**src/rtl/seg7_pkg.sv**
```systemverilog
// Shared 7-segment pattern constants (active-low, bit order g..a) and capture FSM states.
package seg7_pkg;

  localparam logic [6:0] SEG7_0    = 7'b1000000;
  localparam logic [6:0] SEG7_1    = 7'b1111001;
  localparam logic [6:0] SEG7_2    = 7'b0100100;
  localparam logic [6:0] SEG7_3    = 7'b0110000;
  localparam logic [6:0] SEG7_4    = 7'b0011001;
  localparam logic [6:0] SEG7_5    = 7'b0010010;
  localparam logic [6:0] SEG7_6    = 7'b0000010;
  localparam logic [6:0] SEG7_7    = 7'b1111000;
  localparam logic [6:0] SEG7_8    = 7'b0000000;
  localparam logic [6:0] SEG7_9    = 7'b0010000;
  localparam logic [6:0] SEG7_A    = 7'b0001000;
  localparam logic [6:0] SEG7_B    = 7'b0000011;
  localparam logic [6:0] SEG7_C    = 7'b1000110;
  localparam logic [6:0] SEG7_D    = 7'b0100001;
  localparam logic [6:0] SEG7_E    = 7'b0000110;
  localparam logic [6:0] SEG7_F    = 7'b0001110;
  localparam logic [6:0] SEG7_DASH = 7'b0111111;

  typedef enum logic {
    ST_SYNC    = 1'b0,
    ST_CAPTURE = 1'b1
  } state_t;

endpackage

```
**src/rtl/seg7_scan_capture_if.sv**
```systemverilog
// Display bus as seen by the capture block: scanner pins in, decoded frame out.
// err_count exists only when SEG7_CAPTURE_ERRCNT_EN is defined.
interface seg7_scan_capture_if #(
  parameter int NUM_DIGITS = 4
);
  logic [6:0]              seg;
  logic [NUM_DIGITS-1:0]   an;
  logic [4*NUM_DIGITS-1:0] value;
  logic [NUM_DIGITS-1:0]   ovf;
  logic [NUM_DIGITS-1:0]   bad;
  logic                    frame_valid;
`ifdef SEG7_CAPTURE_ERRCNT_EN
  logic [7:0]              err_count;
`endif

  modport master (
    output seg, an,
`ifdef SEG7_CAPTURE_ERRCNT_EN
    input  err_count,
`endif
    input  value, ovf, bad, frame_valid
  );

  modport slave (
    input  seg, an,
`ifdef SEG7_CAPTURE_ERRCNT_EN
    output err_count,
`endif
    output value, ovf, bad, frame_valid
  );
endinterface

```
**src/rtl/seg7_pattern_decode.sv**
```systemverilog
// Combinational active-low segment pattern -> hex nibble, with dash (ovf) and undecodable (bad) flags.
module seg7_pattern_decode
  import seg7_pkg::*;
(
  input  logic [6:0] seg,
  output logic [3:0] nibble,
  output logic       ovf,
  output logic       bad
);

  always_comb begin
    nibble = 4'h0;
    ovf    = 1'b0;
    bad    = 1'b0;
    case (seg)
      SEG7_0:    nibble = 4'h0;
      SEG7_1:    nibble = 4'h1;
      SEG7_2:    nibble = 4'h2;
      SEG7_3:    nibble = 4'h3;
      SEG7_4:    nibble = 4'h4;
      SEG7_5:    nibble = 4'h5;
      SEG7_6:    nibble = 4'h6;
      SEG7_7:    nibble = 4'h7;
      SEG7_8:    nibble = 4'h8;
      SEG7_9:    nibble = 4'h9;
      SEG7_A:    nibble = 4'hA;
      SEG7_B:    nibble = 4'hB;
      SEG7_C:    nibble = 4'hC;
      SEG7_D:    nibble = 4'hD;
      SEG7_E:    nibble = 4'hE;
      SEG7_F:    nibble = 4'hF;
      SEG7_DASH: ovf    = 1'b1;
      default:   bad    = 1'b1;
    endcase
  end

endmodule

```
**src/rtl/seg7_scan_capture.sv**
```systemverilog
// Samples the multiplexed display bus, debounces each digit and publishes whole frames.
// Optional saturating bad-pattern counter enabled by SEG7_CAPTURE_ERRCNT_EN.
module seg7_scan_capture
  import seg7_pkg::*;
#(
  parameter int NUM_DIGITS    = 4,
  parameter int STABLE_CYCLES = 4
) (
  input logic                clk,
  input logic                reset,
  seg7_scan_capture_if.slave bus
);

  localparam int CNT_W = $clog2(STABLE_CYCLES);
  localparam int IDX_W = (NUM_DIGITS > 1) ? $clog2(NUM_DIGITS) : 1;
  localparam int SMP_W = NUM_DIGITS + 7;
  localparam logic [CNT_W-1:0]      CNT_MAX    = CNT_W'(STABLE_CYCLES - 1);
  localparam logic [CNT_W-1:0]      CNT_PRE    = CNT_W'(STABLE_CYCLES - 2);
  localparam logic [NUM_DIGITS-1:0] MASK_FIRST = NUM_DIGITS'(1);

  logic [6:0]              s_seg_q;
  logic [NUM_DIGITS-1:0]   s_an_q;
  logic [SMP_W-1:0]        smp, prev_q;
  logic [CNT_W-1:0]        cnt_q, cnt_d;
  logic                    same, onehot, accept;
  logic [IDX_W-1:0]        idx;
  logic [3:0]              dec_nib;
  logic                    dec_ovf, dec_bad;
  state_t                  state_q, state_d;
  logic [NUM_DIGITS-1:0]   mask_q, mask_d;
  logic [4*NUM_DIGITS-1:0] sh_val_q, sh_val_d, value_q, value_d;
  logic [NUM_DIGITS-1:0]   sh_ovf_q, sh_ovf_d, sh_bad_q, sh_bad_d;
  logic [NUM_DIGITS-1:0]   ovf_q, ovf_d, bad_q, bad_d;
  logic                    frame_valid_q, frame_valid_d;

  seg7_pattern_decode u_decode (
    .seg    (s_seg_q),
    .nibble (dec_nib),
    .ovf    (dec_ovf),
    .bad    (dec_bad)
  );

  // Stability counter: an accept fires once, on the cycle the count reaches its ceiling.
  assign onehot = ($countones(~s_an_q) == 1);

  always_comb begin
    smp    = {s_an_q, s_seg_q};
    same   = (smp == prev_q);
    cnt_d  = '0;
    if (same) cnt_d = (cnt_q == CNT_MAX) ? cnt_q : cnt_q + CNT_W'(1);
    accept = same && (cnt_q == CNT_PRE) && onehot;
  end

  always_comb begin
    idx = '0;
    for (int i = 0; i < NUM_DIGITS; i++) begin
      if (!s_an_q[i]) idx = IDX_W'(i);
    end
  end

  // Frame assembly: digit 0 opens (or reopens) a frame; a full mask publishes next cycle.
  always_comb begin
    state_d       = state_q;
    mask_d        = mask_q;
    sh_val_d      = sh_val_q;
    sh_ovf_d      = sh_ovf_q;
    sh_bad_d      = sh_bad_q;
    value_d       = value_q;
    ovf_d         = ovf_q;
    bad_d         = bad_q;
    frame_valid_d = 1'b0;
    case (state_q)
      ST_SYNC: begin
        if (accept && idx == '0) begin
          sh_val_d[3:0] = dec_nib;
          sh_ovf_d[0]   = dec_ovf;
          sh_bad_d[0]   = dec_bad;
          mask_d        = MASK_FIRST;
          state_d       = ST_CAPTURE;
        end
      end
      ST_CAPTURE: begin
        if (&mask_q) begin
          value_d       = sh_val_q;
          ovf_d         = sh_ovf_q;
          bad_d         = sh_bad_q;
          frame_valid_d = 1'b1;
          mask_d        = '0;
          state_d       = ST_SYNC;
        end else if (accept) begin
          sh_val_d[4*idx +: 4] = dec_nib;
          sh_ovf_d[idx]        = dec_ovf;
          sh_bad_d[idx]        = dec_bad;
          if (idx == '0) mask_d = MASK_FIRST;
          else           mask_d[idx] = 1'b1;
        end
      end
      default: state_d = ST_SYNC;
    endcase
  end

  always_ff @(posedge clk) begin
    if (reset) begin
      s_seg_q       <= '1;
      s_an_q        <= '1;
      prev_q        <= '1;
      cnt_q         <= '0;
      state_q       <= ST_SYNC;
      mask_q        <= '0;
      sh_val_q      <= '0;
      sh_ovf_q      <= '0;
      sh_bad_q      <= '0;
      value_q       <= '0;
      ovf_q         <= '0;
      bad_q         <= '0;
      frame_valid_q <= 1'b0;
    end else begin
      s_seg_q       <= bus.seg;
      s_an_q        <= bus.an;
      prev_q        <= smp;
      cnt_q         <= cnt_d;
      state_q       <= state_d;
      mask_q        <= mask_d;
      sh_val_q      <= sh_val_d;
      sh_ovf_q      <= sh_ovf_d;
      sh_bad_q      <= sh_bad_d;
      value_q       <= value_d;
      ovf_q         <= ovf_d;
      bad_q         <= bad_d;
      frame_valid_q <= frame_valid_d;
    end
  end

  assign bus.value       = value_q;
  assign bus.ovf         = ovf_q;
  assign bus.bad         = bad_q;
  assign bus.frame_valid = frame_valid_q;

`ifdef SEG7_CAPTURE_ERRCNT_EN
  logic [7:0] err_count_q, err_count_d;

  always_comb begin
    err_count_d = err_count_q;
    if (accept && dec_bad && err_count_q != 8'hFF) err_count_d = err_count_q + 8'd1;
  end

  always_ff @(posedge clk) begin
    if (reset) err_count_q <= '0;
    else       err_count_q <= err_count_d;
  end

  assign bus.err_count = err_count_q;
`endif

endmodule

```
**src/flat_wrapper.sv**
```systemverilog
// flat-port wrapper written by rule: the top's interface ports become plain ports
module seg7_scan_capture_flat import seg7_pkg::*;
#(
  parameter int NUM_DIGITS    = 4,
  parameter int STABLE_CYCLES = 4
)
  (clk, reset, bus_seg, bus_an, bus_value, bus_ovf, bus_bad, bus_frame_valid);
  seg7_scan_capture_if #(.NUM_DIGITS(NUM_DIGITS)) bus_i ();
  input logic clk;
  input logic reset;
  input wire logic [$bits(bus_i.seg)-1:0] bus_seg;
  input wire logic [$bits(bus_i.an)-1:0] bus_an;
  output wire logic [$bits(bus_i.value)-1:0] bus_value;
  output wire logic [$bits(bus_i.ovf)-1:0] bus_ovf;
  output wire logic [$bits(bus_i.bad)-1:0] bus_bad;
  output wire logic [$bits(bus_i.frame_valid)-1:0] bus_frame_valid;
  assign bus_i.seg = bus_seg;
  assign bus_i.an = bus_an;
  assign bus_value = bus_i.value;
  assign bus_ovf = bus_i.ovf;
  assign bus_bad = bus_i.bad;
  assign bus_frame_valid = bus_i.frame_valid;
  seg7_scan_capture #(.NUM_DIGITS(NUM_DIGITS), .STABLE_CYCLES(STABLE_CYCLES)) u_core (.clk(clk), .reset(reset), .bus(bus_i));
endmodule
```
**config.mk**
```make
export PLATFORM = sky130hd
export DESIGN_NAME = seg7_scan_capture_flat
export DESIGN_NICKNAME = d
export VERILOG_FILES = /design/src/rtl/seg7_pkg.sv /design/src/rtl/seg7_scan_capture_if.sv /design/src/rtl/seg7_pattern_decode.sv /design/src/rtl/seg7_scan_capture.sv /design/src/flat_wrapper.sv
export SDC_FILE = /design/constraint.sdc
export NUM_CORES = 1
export LEC_CHECK = 0
export ABC_CLOCK_PERIOD_IN_PS = 7500
export BUFFER_PORTS_ARGS = -buffer_cell sky130_fd_sc_hd__buf_2
export CORE_ASPECT_RATIO = 0.5
export CORE_MARGIN = 2
export CORE_UTILIZATION = 63
export DETAILED_ROUTE_END_ITERATION = 12
export PLACE_DENSITY = 0.88
export SKIP_CTS_REPAIR_TIMING = 1
export SYNTH_ARGS = -nofsm -noshare
export SYNTH_HDL_FRONTEND = slang
export SYNTH_SLANG_ARGS = --single-unit
```
**constraint.sdc**
```tcl
create_clock -name clk -period 7.5 [get_ports clk]
set_input_delay 0.75 -clock clk [delete_from_list [all_inputs] [get_ports clk]]
set_output_delay 0.75 -clock clk [all_outputs]
set_load 0.01 [all_outputs]
```
## Word-level counts from Yosys, hierarchy flattened

Index checks and enable logic that the tools add are counted.

| operators by class | value |
|---|---|
| bitwise logic cells | 5 |
| shifts and indexed selects | 2 |
| multiply operators | 0 |
| magnitude comparators | 2 |
| reductions and logical operators | 14 |
| div/mod/pow operators | 0 |
| mux-type cells | 32 |
| eq/ne operators | 24 |
| add/subtract/negate cells | 5 |

Operator list:

| operator | count |
|---|---|
| 4-bit one-hot mux with 15 select lines | 1 |
| 4-bit negation with 34-bit output | 1 |
| 4-bit by 34-bit variable shift with 16-bit output (first input constant) | 1 |
| 4-bit by 34-bit indexed part select with 16-bit output | 1 |
| 32-bit adder | 1 |
| 32-bit by 2-bit equality test with 1-bit output (second input constant) | 1 |
| 7-bit by 6-bit equality test with 1-bit output (second input constant) | 4 |
| 7-bit equality test (second input constant) | 4 |
| 4-bit 2-to-1 mux | 7 |
| 7-bit by 5-bit equality test with 1-bit output (second input constant) | 3 |
| 17-bit OR reduction | 1 |
| 16-bit bitwise mux | 1 |
| 4-bit one-hot mux with 2 select lines | 2 |
| 7-bit by 2-bit equality test with 1-bit output (second input constant) | 2 |
| 7-bit by 4-bit equality test with 1-bit output (second input constant) | 2 |
| 1-bit 2-to-1 mux | 13 |
| 11-bit equality test | 1 |
| 4-bit bitwise mux | 2 |
| 7-bit by 3-bit equality test with 1-bit output (second input constant) | 1 |
| 7-bit zero test | 1 |
| 1-bit one-hot mux with 2 select lines | 3 |
| 3-bit AND reduction | 2 |
| 5-bit AND reduction | 1 |
| 1-bit by 1-bit adder with 2-bit output | 2 |
| 17 further kinds | 26 |

| word-level totals | value |
|---|---|
| memory bits (writable) | 0 |
| bits in latches | 0 |
| memory bits (read-only) | 0 |
| bits in registers | 78 |
| word-level logic and storage cells | 100 |
| input port bits | 13 |
| memories kept | 0 |

## Logic depth before layout (Yosys ltp)

Gate-level depths: netlist of the first run.

| logic depth | value |
|---|---|
| depth after elaboration | 12 |
| depth in mapped cells | 11 |

## Modules after synthesis

Synthesis of the first run repeated with hierarchy kept, for this count alone.

| second synthesis, totals | value |
|---|---|
| cell total of the unflattened synthesis | 377 |
| area total of the unflattened synthesis | 3330.7 um^2 |

By module, submodules not included:

| module | cells each | area an instance (um^2) | sequential area each (um^2) | times used |
|---|---|---|---|---|
| seg7_scan_capture | 328 | 3000.4 | 1561.5 | 1 |
| seg7_pattern_decode | 49 | 330.3 | 0.0 | 1 |

## Worst setup path after synthesis of the first run

No wires, ideal clock.

| timing path | value |
|---|---|
| kind | flip-flop to flip-flop |
| from | reg u_core.s_an_q[3] |
| to | reg u_core.sh_val_q[0] |
| slack | 4.690 ns |
| required time | 7.433 ns |
| setup time | 0.067 ns |
| buffers on the path | 0 |
| clock period less this slack | 2.810 ns |
| arrival time | 2.742 ns |
| stages on the path, launching flop included | 11 |
| path through | dfxtp_1 inv_1 ha_1 ha_1 inv_1 fa_1 and4_1 nand4_1 or4_4 or4b_4 o21ai_2 |

| on the way | value |
|---|---|
| longest elaborated chain between the ends | 8 |
| elaborated cells on any way between the ends | 20 |
| those cells by class | add/sub (3); eq/ne (4); shift (2); mux (5); bitwise (1); reduce/logical (5) |

Ends and longest elaborated chain:

| item | line | RTL |
|---|---|---|
| start, declared | seg7_scan_capture.sv:22 | `logic [NUM_DIGITS-1:0] s_an_q;` |
| start signal, assigned | seg7_scan_capture.sv:119 | `s_an_q <= bus.an;` |
| 4-bit inverter | seg7_scan_capture.sv:44 | `assign onehot = ($countones(~s_an_q) == 1);` |
| 1-bit by 1-bit adder with 2-bit output (implied by the code) | seg7_scan_capture.sv:44 |  |
| 32-bit adder (implied by the code) | seg7_scan_capture.sv:44 |  |
| 32-bit by 2-bit equality test with 1-bit output | seg7_scan_capture.sv:44 |  |
| 1-bit logical AND | seg7_scan_capture.sv:51 | `accept = same && (cnt_q == CNT_PRE) && onehot;` |
| 1-bit logical AND | seg7_scan_capture.sv:74 | `if (accept && idx == '0) begin` |
| 2-bit by 1-bit inequality test with 1-bit output (no line) | n/a |  |
| 3-bit AND reduction (no line) | n/a |  |
| end signal, assigned | seg7_scan_capture.sv:124 | `sh_val_q <= sh_val_d;` |
| end, declared | seg7_scan_capture.sv:31 | `logic [4*NUM_DIGITS-1:0] sh_val_q, sh_val_d, value_q, value_d;` |

Several ways; a longest one is shown, not always the timed one. The select of a mux whose other input is x is not followed.
A chain may end at the register's enable or synchronous reset.

## Final worst setup path of the first run

| timing path | value |
|---|---|
| from | reg u_core.s_an_q[3] |
| to | reg u_core.sh_val_q[4] |

| on the way | value |
|---|---|
| longest elaborated chain between the ends | 6 |
| elaborated cells on any way between the ends | 13 |
| those cells by class | add/sub (3); eq/ne (2); shift (2); mux (2); bitwise (1); reduce/logical (3) |

Ends and longest elaborated chain:

| item | line |
|---|---|
| 4-bit inverter | seg7_scan_capture.sv:44 |
| 1-bit by 1-bit adder with 2-bit output (implied by the code) | seg7_scan_capture.sv:44 |
| 32-bit adder (implied by the code) | seg7_scan_capture.sv:44 |
| 32-bit by 2-bit equality test with 1-bit output | seg7_scan_capture.sv:44 |
| 1-bit logical AND | seg7_scan_capture.sv:51 |
| 3-bit AND reduction (no line) | n/a |

Several ways; a longest one is shown, not always the timed one.

==> impl_results.md, run 1 <==
- Height of the die: approximately 57 um
- Count of final setup violators: 0
- Via density: between 5 and 6
- Period utilisation layout: 0.416
- Global routing usage summed across all routing layers: 0.246
- Maximum clock frequency: between 300 and 400 MHz
- Sort of element at the start of the critical path: flip-flop
- Sequential power share: 0.579
- Normalized max-slew margin: 0.293
- Fraction of final layout cells sized beyond drive strength 1: 0.225
- Nature of the critical path endpoint: flip-flop
- Global route total overflow: 0
- Die Span X: around 110 um
- Core Region: between 0.005 and 0.006 sq mm
- Net count after synthesis: roughly 410
- Async set or reset register ratio after synthesis: 0
- Fraction of power spent switching nets: 0.251
- Pin count of the biggest net entering global routing: just over 70
- Standby leakage power: roughly 1.6 nW
- Floorplan row count: 19
- # fillers: 398
- Distinct cell type count of the synthesized netlist: 53
- Count of buffers inserted at the top-level ports: 37
- Worst reg-to-reg path cell count: 10
- Post-place instance area: approximately 0.0037 sq mm
- Cell depth of the worst hold path: 2
- Average wire per cell in the routed design: between 10 and 15 um
- TritonCTS clock tree: yes
- Total count of max-transition violations in the final report: 0
- Number of detailed-routing iterations run before antenna repair: 4
- Area growth, synth to finish: 9.08%
- Worst hold slack: 0.455 ns
- Drt first-iter violations: around 180
- Switching power of the nets: about 0.19 mW
- H-tree depth: 3
- Cells after Synth: just under 400
- Endpoint of the lowest-slack register-to-register path: u_core.sh_val_q[4]$_SDFFE_PP0P_
- Flop2flop setup slack: 4.38 ns
- Global-route wire length before repair: about 12000 um
- Crit path time final: between 3 and 4 ns
- Worst Hold Endpoint: u_core.bus.value[3]$_SDFFE_PP0P_
- Internal Pwr Total: 0.558 mW
- Post-synthesis instance area: approximately 0.0035 sq mm
- Yosys warnings: 0
- Combinational share of power: 0.064
- VDD IR max: 0.106 mV
- Layout Nets: around 440
- EDFF count, synth: 0
- Power per cell area: around 190 mW/mm^2
- HPWL after detailed placement: ~5000 um
- Main synth FF type: sky130_fd_sc_hd__dfxtp_1
- Worst Path Arrival: around 3.4 ns
- Sequential-to-total area share from yosys stat: 0.441
- Count of pins on the block boundary: 38
- Remaining antenna violation count after routing: 0
- Number of antenna violations at the first check in global routing: 0
- Required time worst endpoint: ~7.7 ns
- Number of buffers added by the clock tree synthesis step: 9
- Area of all placed cells without fillers: 0.00386 sq mm
- Number of failing hold endpoints at the final stage: 0
- Max Buffers Root-to-Sink: 2
- Tightest Hold Check Type: flip-flop to flip-flop
- Max capacitance violation total: 0
- Run status: finished clean
- Via count: about 2700
- Unrepaired setup endpoints after global routing: no
- Clk slew on worst S/H paths: 0.08 ns
- Type of the setup path with the least slack: flip-flop to flip-flop
- Setup skew after layout: roughly 0.0060 ns
- Slew @ Worst Pin: ~1.1 ns
- Clock sink count: 78
- Share of total power in the clock network: 0.357
- Final wirelength: a little over 7000 um
- Setup tns final: 0 ns
- Vias in the first global route: approximately 2500
- Avg Cell Area, Syn: approximately 9.1 sq um
- Number of design rule violations left after detail routing: 0
- Die area: around 0.0063 sq mm
- RR Startpoint: u_core.s_an_q[3]$_SDFF_PP1_
- Number of synthesized register bits: between 70 and 80
- Worst Path Max Fanout: 8
- Root buffer selected by CTS: sky130_fd_sc_hd__clkbuf_8
- Latest clock arrival within the worst-skew pair: approximately 0.35 ns
- Worst hold path startpoint: u_core.bus.value[3]$_SDFFE_PP0P_
- Starting Density: 0.651
- Diodes inserted: 0
- Final weighted congestion in routability-driven placement: roughly 0.95
layer usage:
| layer | up-vias | global-route usage | routed length, um | part of all wire |
|---|---|---|---|---|
| li1 | 1370 | - | - | - |
| met1 | 1257 | 0.319 | 3210 | 0.44 |
| met2 | 103 | 0.388 | 3350 | 0.46 |
| met3 | 14 | 0.0880 | 535 | 0.074 |
| met4 | 0 | 0.0759 | 138 | 0.019 |
| met5 | - | 0 | 0 | 0 |
cell type report:
cell class,count,area (sq um),area share
clock buffer,9,124,0.0321
clock inverter,6,40.0,0.0104
inverter,12,45.0,0.0117
multi-input combinational,275,1810,0.468
sequential,78,1560,0.404
tap,73,91.3,0.0236
timing repair buffer,38,193,0.0499
power by group through the flow:
stage | sequential (mW) | combinational [mW] | clock (mW)
after detailed placement | 0.441 | 0.0468 | 0
final | 0.432 | 0.0477 | 0.266
after global placement | 0.440 | 0.0449 | 0
after CTS | 0.432 | 0.0473 | 0.269
after floorplan | 0.433 | 0.0452 | 0
after global routing | 0.433 | 0.0518 | 0.286
worst max path at each step:
| stage | slack (ns) | to | startpoint |
|---|---|---|---|
| after global placement | 4.62 | u_core.sh_val_q[0]$_SDFFE_PP0P_ | u_core.s_an_q[3]$_SDFF_PP1_ |
| after detailed placement | 4.44 | u_core.sh_val_q[7]$_SDFFE_PP0P_ | u_core.s_an_q[3]$_SDFF_PP1_ |
| after CTS | 4.43 | u_core.sh_val_q[7]$_SDFFE_PP0P_ | u_core.s_an_q[3]$_SDFF_PP1_ |
| after floorplan | 4.69 | u_core.sh_val_q[0]$_SDFFE_PP0P_ | u_core.s_an_q[3]$_SDFF_PP1_ |
| final | 4.38 | u_core.sh_val_q[4]$_SDFFE_PP0P_ | u_core.s_an_q[3]$_SDFF_PP1_ |
| after global routing | 4.20 | u_core.sh_val_q[7]$_SDFFE_PP0P_ | u_core.s_an_q[3]$_SDFF_PP1_ |
worst max-delay path: stages (launching register included):
cell and delay (ns):
sky130_fd_sc_hd__dfxtp_1 0.49, sky130_fd_sc_hd__inv_1 0.13, sky130_fd_sc_hd__ha_1 0.31, sky130_fd_sc_hd__ha_1 0.13
sky130_fd_sc_hd__inv_1 0.05, sky130_fd_sc_hd__fa_1 0.48, sky130_fd_sc_hd__and4_1 0.24, sky130_fd_sc_hd__nand4_1 0.16
sky130_fd_sc_hd__nor4_4 0.37, sky130_fd_sc_hd__nand4_1 0.31, sky130_fd_sc_hd__mux2_2 0.35
cells in the mapped netlist, types with 4 or more instances:
library cell | count | share of area
sky130_fd_sc_hd__buf_2 | 5 | 0.0071
sky130_fd_sc_hd__nor2_1 | 16 | 0.017
sky130_fd_sc_hd__or2_2 | 20 | 0.035
sky130_fd_sc_hd__nand2_1 | 72 | 0.076
sky130_fd_sc_hd__dfxtp_1 | 78 | 0.44
sky130_fd_sc_hd__o21ai_0 | 7 | 0.0099
sky130_fd_sc_hd__nor3_1 | 9 | 0.013
sky130_fd_sc_hd__xnor2_1 | 6 | 0.015
sky130_fd_sc_hd__a21oi_1 | 33 | 0.047
sky130_fd_sc_hd__ha_1 | 8 | 0.028
sky130_fd_sc_hd__nand2b_1 | 14 | 0.025
sky130_fd_sc_hd__nor2b_1 | 4 | 0.0071
sky130_fd_sc_hd__nand4_1 | 9 | 0.016
sky130_fd_sc_hd__clkbuf_1 | 18 | 0.019
sky130_fd_sc_hd__inv_1 | 12 | 0.013
sky130_fd_sc_hd__mux2i_1 | 19 | 0.054
layout by cell type (no fill, tap or decap), drive strengths merged, types with 2 or more instances in the layout:
master | netlist | routed
dfxtp | 78 | 78
nand2 | 72 | 72
buf | 8 | 38
a21oi | 33 | 33
or2 | 20 | 20
mux2i | 19 | 19
nor2 | 17 | 17
nand2b | 14 | 14
inv | 12 | 12
xnor2 | 11 | 11
nand4 | 10 | 10
nor3 | 9 | 9
clkbuf | 18 | 9
ha | 8 | 8
o21ai | 8 | 8
nor2b | 4 | 4
clkinvlp | 0 | 4
nand3 | 4 | 4
a31o | 3 | 3
and4b | 3 | 3
and4bb | 3 | 3
or3 | 3 | 3
and4 | 3 | 3
mux2 | 3 | 3
nor4 | 3 | 3
nor4bb | 2 | 2
a22oi | 2 | 2
nor4b | 2 | 2
and3 | 2 | 2
clkinv | 0 | 2
or4 | 2 | 2
flip-flops by register name (all words and copies together) (netlist names):
signal	cells
u_core.mask_q	4
u_core.s_seg_q	7
u_core.bus.bad	4
u_core.sh_ovf_q	4
u_core.prev_q	11
u_core.s_an_q	4
u_core.sh_bad_q	4
u_core.bus.value	16
u_core.state_q	1
u_core.bus.frame_valid	1
u_core.sh_val_q	16
u_core.bus.ovf	4
u_core.cnt_q	2
stage by stage:
step / utilization / power (mW) / setup slack (ns) / std cells
6_report: 0.710 / 0.745 / 4.38 / 491
5_1_grt: 0.710 / 0.772 / 4.20 / 491
4_1_cts: 0.710 / 0.748 / 4.43 / 491
3_5_place_dp: 0.680 / 0.488 / 4.44 / 476
3_3_place_gp: 0.680 / 0.485 / 4.62 / 476
2_1_floorplan: - / 0.479 / 4.69 / 391
kinds of logic (layout without fill, tap and decap cells):
logic type / Yosys count / count (layout) / share of synthesized area
adders and majority gates: 9 / 9 / 0.0339
AOI/OAI and AO/OA: 55 / 55 / 0.0922
buffers and inverters: 38 / 65 / 0.0484
DFF: 78 / 78 / 0.441
and+or+nand+nor: 177 / 177 / 0.275
xor gates and xnor gates: 12 / 12 / 0.0466
muxes: 22 / 22 / 0.0632
No activity file was read; power rests on OpenSTA's default activity.
==> run 2: changes to the inputs <==
--- a/config.mk
+++ b/config.mk
@@ -5,13 +5,14 @@
 export SDC_FILE = /design/constraint.sdc
 export NUM_CORES = 1
 export LEC_CHECK = 0
-export ABC_CLOCK_PERIOD_IN_PS = 7500
+export ABC_AREA = 1
+export ABC_CLOCK_PERIOD_IN_PS = 2800
 export BUFFER_PORTS_ARGS = -buffer_cell sky130_fd_sc_hd__buf_2
 export CORE_ASPECT_RATIO = 0.5
 export CORE_MARGIN = 2
-export CORE_UTILIZATION = 63
+export CORE_UTILIZATION = 52
 export DETAILED_ROUTE_END_ITERATION = 12
-export PLACE_DENSITY = 0.88
+export PLACE_DENSITY = 0.78
 export SKIP_CTS_REPAIR_TIMING = 1
 export SYNTH_ARGS = -nofsm -noshare
 export SYNTH_HDL_FRONTEND = slang
==> constraint.sdc (replaced) <==
create_clock -name clk -period 2.8 [get_ports clk]
set_input_delay 0.28 -clock clk [delete_from_list [all_inputs] [get_ports clk]]
set_output_delay 0.28 -clock clk [all_outputs]
set_load 0.01 [all_outputs]
==> impl_results.md, run 2 <==
- Diodes inserted: 0 (unchanged)
- Height of the die: 60.9 um (+6.8%)
- Portion of synthesized cell area occupied by the leading cell type: 0.464 (+0.0229)
- Net count after synthesis: 479 (+16%)
- Run status: finished clean
- Clk slew on worst S/H paths: 0.06 ns (-0.02 ns)
- Final weighted congestion in routability-driven placement: 0.859 (-9.2%)
- Worst hold slack: 0.114 ns (-0.341 ns)
- Setup tns final: 0 ns (unchanged)
- Global route total overflow: 0 (unchanged)
- Buffers & Inverters on Critical Path: 3 (+1)
- Global routing usage summed across all routing layers: 0.213 (-0.0328)
- Via count: 2947 (+7.4%)
- Number of failing hold endpoints at the final stage: 0 (unchanged)
- Standby leakage power: 1.96 nW (+26%)
- TritonCTS clock tree: yes
- Type of the setup path with the least slack: flip-flop to flip-flop
- Unrepaired setup endpoints after global routing: no
- RR Startpoint: u_core.s_an_q[2]$_SDFF_PP1_
- Count of final setup violators: 0 (unchanged)
- Most frequent cells after synthesis: sky130_fd_sc_hd__nand2_1, sky130_fd_sc_hd__dfxtp_1, sky130_fd_sc_hd__nor2_1
- Maximum clock frequency: 406 MHz (+27%)
- Avg Cell Area, Syn: 7.37 sq um (-19%)
- Die Span X: 118 um (+7.0%)
- Most frequent cells in the layout: sky130_fd_sc_hd__nand2_1, sky130_fd_sc_hd__dfxtp_1, sky130_fd_sc_hd__nor2_1, sky130_fd_sc_hd__inv_1, sky130_fd_sc_hd__buf_2
- Root buffer selected by CTS: sky130_fd_sc_hd__clkbuf_16
- HPWL after detailed placement: 5140 um (+2.5%)
- Sort of element at the start of the critical path: flip-flop
- Power per cell area: 603 mW/mm^2 (+210%)
- Max stage delay cell, worst path: sky130_fd_sc_hd__fa_1
- Yosys warnings: 0 (unchanged)
- Number of antenna violations at the first check in global routing: 0 (unchanged)
- # fillers: 571 (+43%)
- Sequential-to-total area share from yosys stat: 0.464 (+0.0229)
- Main area contributors after synthesis: sky130_fd_sc_hd__dfxtp_1, sky130_fd_sc_hd__nand2_1, sky130_fd_sc_hd__nor2_1
- Distinct cell type count of the synthesized netlist: 27 (-49%)
- Via density: 4.98 (-11%)
- Layout Nets: 521 (+19%)
- Global-route wire length before repair: 11700 um (-1.2%)
- Slew @ Worst Pin: 0.569 ns (-0.491 ns)
- Floorplan row count: 20 (+1)
- Fraction of final layout cells sized beyond drive strength 1: 0.173 (-0.0523)
- Number of buffers added by the clock tree synthesis step: 9 (unchanged)
- H-tree depth: 3 (unchanged)
- Number of detailed-routing iterations run before antenna repair: 5 (+1)
- VDD IR max: 0.417 mV (+290%)
- CP startpoint: u_core.s_an_q[2]$_SDFF_PP1_
- Vias in the first global route: 2524 (-0.12%)
- Total count of max-transition violations in the final report: 0 (unchanged)
- Most common cell after layout, fill and taps aside: sky130_fd_sc_hd__nand2_1
- Final wirelength: 7200 um (-0.33%)
- Number of design rule violations left after detail routing: 0 (unchanged)
- Reg area: 0.00156 sq mm (+0.16%)
- Critical Path Max Stage Delay: 0.48 ns (about the same)
- Tightest Hold Check Type: primary input to flip-flop
- Area growth, synth to finish: 16.9%
- Nature of the critical path endpoint: flip-flop
- Top-count cell post-synth: sky130_fd_sc_hd__nand2_1
- Starting Density: 0.547 (-0.104)
- Number of synthesized register bits: 78 (unchanged)
- Crit path time final: 2.46 ns (-0.657 ns)
- Period utilisation layout: 0.879 (+0.463)
- Count of buffers inserted at the top-level ports: 37 (unchanged)
- Largest delay share family, worst path: adder cells
- Drt first-iter violations: 159 (-13%)
- Post-synthesis instance area: 0.00337 sq mm (-4.9%)
- Pin count of the biggest net entering global routing: 21 (-71%)
- Leading area contributor after synthesis: sky130_fd_sc_hd__dfxtp_1
- Max capacitance violation total: 0 (unchanged)
- Worst Path Arrival: 2.70 ns (-0.66 ns)
- Async set or reset register ratio after synthesis: 0 (unchanged)
- Die area: 0.00717 sq mm (+14%)
- Normalized max-slew margin: 0.618 (+0.325)
- Required time worst endpoint: 3.03 ns (-4.71 ns)
- Main synth FF type: sky130_fd_sc_hd__dfxtp_1
- Core Region: 0.00616 sq mm (+13%)
- Clock sink count: 78 (unchanged)
- Average wire per cell in the routed design: 12.2 um (-17%)
- Count of pins on the block boundary: 38 (unchanged)
- Worst Path Max Fanout: 8 (unchanged)
- Setup skew after layout: 0.00890 ns (+0.00286 ns)
- EDFF count, synth: 0 (unchanged)
- Latest clock arrival within the worst-skew pair: 0.34 ns (about the same)
- Remaining antenna violation count after routing: 0 (unchanged)
- Max Buffers Root-to-Sink: 2 (unchanged)
- Ordered list of cells on the worst path: inv_1, ha_1, ha_1, inv_1, fa_1, nand2_1, nor2_1, nand4_1, inv_2, nand2_2, o21ai_0, nor2_1
- Worst hold path startpoint: bus_seg[4]
- Cells after Synth: 457 (+17%)
- Footprint of the multi-input gates: 0.00156 sq mm (-14%)
## run 2: through the flow
step	cells	setup WS (ns)	power, mW	utilization	cell area (sq um)
finish	592	0.339	2.37	0.639	3940
global route	592	0.0505	2.46	0.639	3940
CTS	592	0.117	2.39	0.638	3930
floorplan	457	0.380	1.26	-	3370
global placement	576	0.209	1.29	0.592	3640
detailed placement	576	0.127	1.30	0.592	3640
## run 2: path summary, 6_finish.rpt
path                                       to  slack (ns)  cells after the start
max reg2reg   u_core.sh_val_q[5]$_SDFFE_PP0P_        0.34                     12
min              u_core.s_seg_q[4]$_SDFF_PP1_        0.11                      2
min reg2reg  u_core.bus.value[5]$_SDFFE_PP0P_        0.45                      2
max           u_core.sh_val_q[5]$_SDFFE_PP0P_        0.34                     12
## run 2: metal layers
layer | global-route usage | up-vias | wire length (um)
met5 | 0 | - | 0
met4 | 0.0706 | 0 | 80
met3 | 0.0733 | 9 | 406
met2 | 0.342 | 86 | 3110
met1 | 0.277 | 1323 | 3600
li1 | - | 1529 | -
## run 2: cells by family after synthesis
kind of cell | after synthesis | synth area share
and+or+nand+nor | 241 | 0.300
buffers and inverters | 61 | 0.0732
adders and majority gates | 9 | 0.0357
xor gates and xnor gates | 7 | 0.0182
DFF | 78 | 0.464
AOI/OAI and AO/OA | 61 | 0.110
## run 2: area by class of cell
cell class                 instances  area share
multi-input combinational        318       0.397
clock inverter                     7      0.0146
sequential                        78       0.397
clock buffer                       9      0.0572
inverter                          49      0.0467
timing repair buffer              43      0.0585
tap                               88      0.0280
## run 2: power by group
group          internal, mW  switching [mW]
logic                0.0467          0.0845
clock network         0.612           0.488
registers              1.13          0.0174
total                  1.78           0.590
